### config.mk
export PLATFORM = sky130hd
export DESIGN_NAME = mem_stage_lsu
export DESIGN_NICKNAME = d
export VERILOG_FILES = /design/src/rtl/mem_stage_lsu.sv
export SDC_FILE = /design/constraint.sdc
export NUM_CORES = 1
export LEC_CHECK = 0
export ABC_AREA = 1
export CAP_MARGIN = 20
export CORE_MARGIN = 2
export CORE_UTILIZATION = 48
export DETAILED_ROUTE_END_ITERATION = 10
export GPL_TIMING_DRIVEN = 0
export HOLD_SLACK_MARGIN = 0.1
export PLACE_DENSITY_LB_ADDON = 0.2
export SETUP_SLACK_MARGIN = 0.2
export SLEW_MARGIN = 20
export SYNTH_ARGS = -nofsm -noshare
export SYNTH_HDL_FRONTEND = slang
export SYNTH_SLANG_ARGS = --single-unit
export TNS_END_PERCENT = 100
### constraint.sdc
create_clock -name clk -period 7.2 [get_ports clk]
set_clock_uncertainty 0.2 [all_clocks]
set_input_delay 0.72 -clock clk [delete_from_list [all_inputs] [get_ports clk]]
set_output_delay 0.72 -clock clk [all_outputs]
set_load 0.01 [all_outputs]
### src/rtl/mem_stage_lsu.sv
// mem_stage_lsu: load/store unit for the MEM stage of the 5-stage pipeline.
//
// Sits between the EX/MEM register and a data memory that may insert wait
// states. Stores are converted to byte-lane enables with replicated data, and
// loads are sign- or zero-extended from the addressed lane. The pipeline is
// held via stall until the memory access completes or is aborted.
//
// Ports:
//   clk, rst                    clock (rising edge), async active-high reset
//   MEM_MemRead / MEM_MemWrite  load / store request (store wins if both)
//   MEM_MemOp[2:0]              000 w, 001 h, 010 hu, 011 b, 100 bu, 101-111 w
//   MEM_addr[31:0]              byte address
//   MEM_wdata[31:0]             store data
//   dm_req/dm_we/dm_be/dm_addr/dm_wdata   registered memory request
//   dm_ready, dm_rdata          memory completion and read data
//   stall                       freeze upstream pipeline registers
//   load_data, load_valid       registered extended load result + pulse
//   misalign, timeout           one-cycle exception pulses
module mem_stage_lsu #(
  parameter int unsigned MAX_WAIT = 15
) (
  input  logic        clk,
  input  logic        rst,
  input  logic        MEM_MemRead,
  input  logic        MEM_MemWrite,
  input  logic [2:0]  MEM_MemOp,
  input  logic [31:0] MEM_addr,
  input  logic [31:0] MEM_wdata,
  output logic        dm_req,
  output logic        dm_we,
  output logic [3:0]  dm_be,
  output logic [29:0] dm_addr,
  output logic [31:0] dm_wdata,
  input  logic        dm_ready,
  input  logic [31:0] dm_rdata,
  output logic        stall,
  output logic [31:0] load_data,
  output logic        load_valid,
  output logic        misalign,
  output logic        timeout
);

  // The counter only has to reach MAX_WAIT-1; the abort fires on that cycle.
  localparam int unsigned WaitW = (MAX_WAIT > 1) ? $clog2(MAX_WAIT) : 1;

  typedef enum logic [1:0] {StIdle, StAccess, StDone} state_e;

  state_e state_q, state_d;

  logic             dm_req_q;
  logic             dm_we_q;
  logic [3:0]       dm_be_q;
  logic [29:0]      dm_addr_q;
  logic [31:0]      dm_wdata_q;
  logic [31:0]      load_data_q;
  logic             load_valid_q;
  logic             misalign_q;
  logic             timeout_q;
  logic [2:0]       op_q;
  logic [1:0]       lane_q;
  logic [WaitW-1:0] wait_cnt_q;

  // Request decode (only meaningful in StIdle)
  logic        req_any;
  logic        is_store;
  logic        size_word;
  logic        size_half;
  logic        aligned;
  logic        start;
  logic        mis_req;
  logic [3:0]  req_be;
  logic [31:0] req_wdata;
  logic        wait_last;

  always_comb begin
    req_any   = MEM_MemRead | MEM_MemWrite;
    is_store  = MEM_MemWrite;
    size_half = (MEM_MemOp == 3'b001) || (MEM_MemOp == 3'b010);
    size_word = (MEM_MemOp == 3'b000) || (MEM_MemOp >= 3'b101);

    if (size_word) begin
      aligned = (MEM_addr[1:0] == 2'b00);
    end else if (size_half) begin
      aligned = ~MEM_addr[0];
    end else begin
      aligned = 1'b1;
    end

    start   = req_any & aligned;
    mis_req = req_any & ~aligned;

    // Loads always fetch the whole word; the lane is picked on return.
    req_be    = 4'b1111;
    req_wdata = 32'h0;
    if (is_store) begin
      if (size_word) begin
        req_be    = 4'b1111;
        req_wdata = MEM_wdata;
      end else if (size_half) begin
        req_be    = MEM_addr[1] ? 4'b1100 : 4'b0011;
        req_wdata = {2{MEM_wdata[15:0]}};
      end else begin
        req_be    = 4'b0001 << MEM_addr[1:0];
        req_wdata = {4{MEM_wdata[7:0]}};
      end
    end
  end

  assign wait_last = (wait_cnt_q == WaitW'(MAX_WAIT - 1));

  function automatic logic [31:0] extend_load(input logic [2:0]  op,
                                              input logic [1:0]  lane,
                                              input logic [31:0] word);
    logic [7:0]  b;
    logic [15:0] h;
    logic [31:0] res;
    b = 8'(word >> {lane, 3'b000});
    h = lane[1] ? word[31:16] : word[15:0];
    case (op)
      3'b001:  res = {{16{h[15]}}, h};
      3'b010:  res = {16'h0, h};
      3'b011:  res = {{24{b[7]}}, b};
      3'b100:  res = {24'h0, b};
      default: res = word;
    endcase
    return res;
  endfunction

  // FSM: state register
  always_ff @(posedge clk or posedge rst) begin
    if (rst) begin
      state_q <= StIdle;
    end else begin
      state_q <= state_d;
    end
  end

  // FSM: next state
  always_comb begin
    state_d = state_q;
    unique case (state_q)
      StIdle: begin
        if (start) state_d = StAccess;
      end
      StAccess: begin
        if (dm_ready || wait_last) state_d = StDone;
      end
      StDone: begin
        state_d = StIdle;
      end
      default: state_d = StIdle;
    endcase
  end

  // FSM: outputs. stall rises combinationally so the request is held this cycle.
  always_comb begin
    stall = 1'b0;
    if (!rst) begin
      unique case (state_q)
        StIdle:   stall = start;
        StAccess: stall = 1'b1;
        StDone:   stall = 1'b0;
        default:  stall = 1'b0;
      endcase
    end
  end

  // Request, result and pulse registers
  always_ff @(posedge clk or posedge rst) begin
    if (rst) begin
      dm_req_q     <= 1'b0;
      dm_we_q      <= 1'b0;
      dm_be_q      <= 4'h0;
      dm_addr_q    <= 30'h0;
      dm_wdata_q   <= 32'h0;
      load_data_q  <= 32'h0;
      load_valid_q <= 1'b0;
      misalign_q   <= 1'b0;
      timeout_q    <= 1'b0;
      op_q         <= 3'b000;
      lane_q       <= 2'b00;
      wait_cnt_q   <= '0;
    end else begin
      load_valid_q <= 1'b0;
      misalign_q   <= 1'b0;
      timeout_q    <= 1'b0;
      unique case (state_q)
        StIdle: begin
          misalign_q <= mis_req;
          if (start) begin
            dm_req_q   <= 1'b1;
            dm_we_q    <= is_store;
            dm_be_q    <= req_be;
            dm_addr_q  <= MEM_addr[31:2];
            dm_wdata_q <= req_wdata;
            op_q       <= MEM_MemOp;
            lane_q     <= MEM_addr[1:0];
            wait_cnt_q <= '0;
          end
        end
        StAccess: begin
          if (dm_ready) begin
            dm_req_q <= 1'b0;
            if (!dm_we_q) begin
              load_data_q  <= extend_load(op_q, lane_q, dm_rdata);
              load_valid_q <= 1'b1;
            end
          end else if (wait_last) begin
            dm_req_q    <= 1'b0;
            load_data_q <= 32'h0;
            timeout_q   <= 1'b1;
          end else begin
            wait_cnt_q <= wait_cnt_q + 1'b1;
          end
        end
        StDone: begin
        end
        default: begin
        end
      endcase
    end
  end

  assign dm_req     = dm_req_q;
  assign dm_we      = dm_we_q;
  assign dm_be      = dm_be_q;
  assign dm_addr    = dm_addr_q;
  assign dm_wdata   = dm_wdata_q;
  assign load_data  = load_data_q;
  assign load_valid = load_valid_q;
  assign misalign   = misalign_q;
  assign timeout    = timeout_q;

endmodule

== Word-level counts from Yosys, hierarchy flattened ==
Index checks and enable logic that the tools add are counted.
Word-level totals
  flip-flop bits (word level): 114
  bits in latches: 0
  bits in writable memories: 0
  memory bits (read-only): 0
  logic and storage cells: 83
  memories kept: 0
Cells by class
  $add $sub $neg: 1
  $mul: 0
  div/mod/pow operators: 0
  magnitude comparators: 1
  equality and inequality tests: 14
  shift operators: 2
  muxes and demuxes: 34
  bitwise logic cells: 5
  reductions and logical operators: 13
Operators with widths (number)
  32-bit 2-to-1 mux: 6
  32-bit one-hot mux with 4 select lines: 1
  32-bit by 5-bit >> shifter with 8-bit output: 1
  4-bit 2-to-1 mux: 7
  16-bit 2-to-1 mux: 1
  1-bit 2-to-1 mux: 13
  2-bit inequality test, second input constant: 5
  3-bit by 2-bit equality test with 1-bit output, second input constant: 3
  4-bit one-hot mux with 2 select lines: 1
  3-bit by 1-bit equality test with 1-bit output, second input constant: 2
  3-bit AND reduction: 2
  4-bit by 1-bit adder with 4-bit output, second input constant: 1
  4-bit equality test, second input constant: 1
  2-bit logical NOT: 2
  2-bit 2-to-1 mux: 2
  1-bit one-hot mux with 2 select lines: 2
  2-bit one-hot mux with 2 select lines: 1
  2-bit AND reduction: 2
  4-bit AND reduction: 1
  2-bit nonzero test: 2
  1-bit by 2-bit left shift with 4-bit output, first input constant: 1
  3-bit equality test, second input constant: 1
  3-bit greater-or-equal comparator, second input constant: 1
  3-bit logical NOT: 1
  other kinds (6): 10

== Longest topological paths before layout ==
  word-level depth: 7
  depth in mapped cells: 10
  mapped depth without buffers: 10

== Worst setup path after synthesis ==
No wires, ideal clock.
  kind: input port to output port
  start: input port MEM_MemOp[0]
  end: output port stall
  arrival: 1665 ps
  required time: 6280 ps
  path slack: 4615 ps
  cell stages on the path: 8
  path buffers: 1
  path through: inv_1 nand2_1 nand2_1 nand2_2 o21ai_2 nand3_4 buf_2 a21oi_1
Between the ends
  longest elaborated chain between the ends: 7
RTL lines
  start, declared: RTL line 26  | input logic [2:0] MEM_MemOp,
  branches (longest 3 deep; another with 3-bit greater-or-equal comparator)
  1-bit 2-to-1 mux (*): RTL line 81  | if (size_word) begin
  1-bit bitwise AND (*): RTL line 89  | start = req_any & aligned;
  1-bit one-hot mux with 2 select lines (*): RTL line 159  | unique case (state_q)
  1-bit 2-to-1 mux (*): RTL line 158  | if (!rst) begin
  end, declared: RTL line 36  | output logic stall,
Every way passes the cells marked *.

== Worst setup path in the final report ==
  start: input port MEM_MemOp[1]
  end: output port stall
Same word-level chain as after synthesis.

==> impl_metrics.csv <==
group,metric,value,unit
route,wl,17900,um
sta,layout_worst_path_cycle_share,52.9,%
synthesis,yosys-top-cells-area,"dfrtp_1 50%, nand2_1 27%, nand3_1 3.8%",
route,drt_first_pass_iters,5,
synthesis,synth-seq-cells,114,
clock_network,clkTransAtPathRegs,0.05,ns
global_routing,grt_usage,28.9,%
synthesis,synthSimpleGateAreaFrac,36.2,%
clock_network,cts_resized,0,
floorplanning,dieArea,12700,um^2
synthesis,avgSynthCellArea,7.33,um^2
route,dr_wl_met3,1430,um
global_routing,grt-ovfl-total,0,
floorplanning,fp.dieH,112,um
synthesis,yosys.area.top_type_share,50.5,%
clock_network,cts_root_buf,"clkbuf_16",
synthesis,synth_compound_area_share,6.91,%
route,vias,5840,
critical_path,crit_path_start_kind,"primary input",
floorplanning,dieWidth,112,um
route,met2RoutedLength,8460,um
critical_path,path_max_fanout,10,
clock_network,cts_buffer_depth,2,
place,gp_congestion,1.01,
route,ant_nets,0,
sta,fin_crit,3.81,ns
global_routing,antenna_found_initial,0,
critical_path,worstPathArrival,2.89,ns
critical_path,cp_data_required_time,6.28,ns
status,outcome,"complete, no violations",
floorplanning,pin_count,208,
pwr,power.total,3730,uW
critical_path,critPathKind,"primary input to primary output",
critical_path,worstPathCellList,"clkdlybuf4s50_1, inv_2, nand2_1, nand2_1, nand2_2, o21ai_2, nand3_4, buf_2, a21oi_1, clkdlybuf4s50_1",
floorplanning,start_util,49.3,%
route,remaining_drc_errors,0,
synthesis,yosysWarnings,0,
clock_network,cts_tree,"yes",
synthesis,yosys.cell_types.count,29,
global_routing,grt_pass1_wl,28700,um
min_path,hp-class,"flip-flop to flip-flop",
synthesis,syn-instance-count,771,
final_layout,final_cell_mix,"400 x nand2_1, 207 x clkdlybuf4s50_1, 114 x dfrtp_1",
synthesis,yosys.area.top_type,"dfrtp_1",
sta,hold_violations,0,
sta,tns,0,ns
place,io_buffer_count,207,
synthesis,synth.area.mux_share,0,%
critical_path,crit_slowest_cell,"clkdlybuf4s50_1",
clock_network,hold_buffers,0,
clock_network,post_cts_buffers,0,
route,met1_length,7390,um
critical_path,reg2reg_depth,8,
critical_path,end_kind,"primary output",
floorplanning,rows,39,
critical_path,slowest_delay,0.57,ns
min_path,holdPathStages,2,
route,viasPerCell,5.07,
job,cap_violations,0,
synthesis,synth_xor_xnor_area_share,0.310,%
synthesis,syn_area,5650,um^2
route,top_layer,"met4",
synthesis,synthAdderAreaFrac,0.443,%
final_layout,fillCellCount,894,
final_layout,area_growth,50.9,%
clock_network,clock_latency,0.42,ns
pwr,p_leak,0.00430,uW
final_layout,final_common_cell,"nand2_1",
global_routing,grt_pass1_vias,5756,
synthesis,synth_nets,877,
clock_network,htreeDepth,4,
global_routing,grt_max_degree,60,
synthesis,synth_top_family_by_area,"simple AND/OR/NAND/NOR gates",
pwr,vdd_drop_max,254,uV
pwr,power.density,437,nW/um^2
route,wl_per_cell,15.5,um
place,place_hpwl,13200,um
sta,relSlewSlack,64.0,%
final_layout,diodes,0,
sta,drv_slew,0,
sta,setup-violations-final,0,
floorplanning,core-area,11500,um^2
final_layout,layout-drive-gt1-share,8.03,%
clock_network,clock_sinks,114,
route,drt_iter0_drc,389,
clock_network,cts_made_buffers,17,
sta,worst-slew-pin-transition,0.538,ns
sta,rsz0062_at_grt,"no",
synthesis,ys_seq_area_share,50.5,%
sta,fmax,262,MHz
final_layout,nets,1104,
## worst max-delay path: cells and delay by family
| family | cells | cell delay [ns] |
|---|---|---|
| compound gates | 2 | 0.31 |
| buf+inv | 4 | 1.36 |
| simple gates | 4 | 0.49 |
## metrics by stage
stage | util, % | worst slack (ns) | cells | hold WS [ns] | instance area (um^2)
finish | 74.3 | 3.39 | 1152 | 0.274 | 8520
CTS | 74.3 | 3.40 | 1152 | 0.279 | 8520
detailed placement | 69.2 | 3.41 | 1122 | 0.264 | 7930
global route | 74.3 | 3.25 | 1152 | 0.294 | 8520
floorplan | - | 3.26 | 771 | 0.275 | 5650
global placement | 68.9 | 1.56 | 1121 | 0.256 | 7900
## registers in the layout, indices dropped and copies added, names as in the netlist
name / flops
state_q: 2
timeout: 1
dm_be: 4
lane_q: 2
load_valid: 1
dm_wdata: 32
dm_addr: 30
misalign: 1
dm_we: 1
wait_cnt_q: 4
load_data: 32
op_q: 3
dm_req: 1
## synthesized netlist by cell type
cell type    n
inv_2        6
nor2_1      56
clkbuf_2     1
nand4_1      1
nand2_2      4
o21ai_2     10
ha_1         2
o211ai_1     1
o21ai_0     36
buf_2       18
nor2_2       1
nand2_1    400
inv_1       36
xor2_1       2
nand3_1     43
a21oi_1     18
buf_1        1
a21boi_0     1
o211ai_2     1
nor2_4       3
nor3_1       1
nand3_4      1
dfrtp_1    114
buf_4        3
buf_6        1
clkbuf_1     7
nand3_2      1
nor3_4       1
o21ai_1      1
## layer usage
layer  vias up  track usage [%]
met5         -                0
met4         0             12.5
met3        41             8.59
met2       255             47.8
met1      2704             35.2
li1       2840                -
## cell families after synthesis
| kind of cell | Yosys count |
|---|---|
| compound gates | 68 |
| xor+xnor | 2 |
| fa+ha+maj | 2 |
| buf+inv | 73 |
| flops | 114 |
| simple gates | 512 |
## final timing paths
check                                     startpoint                   endpoint  slack, ns
max                                     MEM_MemOp[1]                      stall       3.39
min                           dm_addr[8]$_DFFE_PP0P_     dm_addr[8]$_DFFE_PP0P_       0.27
max reg2reg                wait_cnt_q[0]$_DFFE_PP0P_   load_data[7]$_DFFE_PP0P_       4.95
min reg2reg                   dm_addr[8]$_DFFE_PP0P_     dm_addr[8]$_DFFE_PP0P_       0.27
max in group asynchronous                        rst    dm_wdata[7]$_DFFE_PP0P_       5.57
min in group asynchronous                        rst  wait_cnt_q[3]$_DFFE_PP0P_       0.56
## power by group
part           total, uW  switching [uW]  internal (uW)
logic               1770             964            804
registers           1100             173            929
clock network        860             302            558
## layout make-up
| cell class | count | area [um^2] | area share (%) |
|---|---|---|---|
| Timing Repair Buffer | 208 | 2100 | 24.6 |
| Multi-Input combinational cell | 584 | 2480 | 29.1 |
| Inverter | 42 | 163 | 1.91 |
| Sequential cell | 114 | 2850 | 33.5 |
| Clock buffer | 21 | 460 | 5.40 |
| Clock inverter | 9 | 131 | 1.54 |
| Tap cell | 143 | 179 | 2.10 |
| Buffer | 31 | 159 | 1.86 |
No activity file was read; power rests on OpenSTA's default activity.
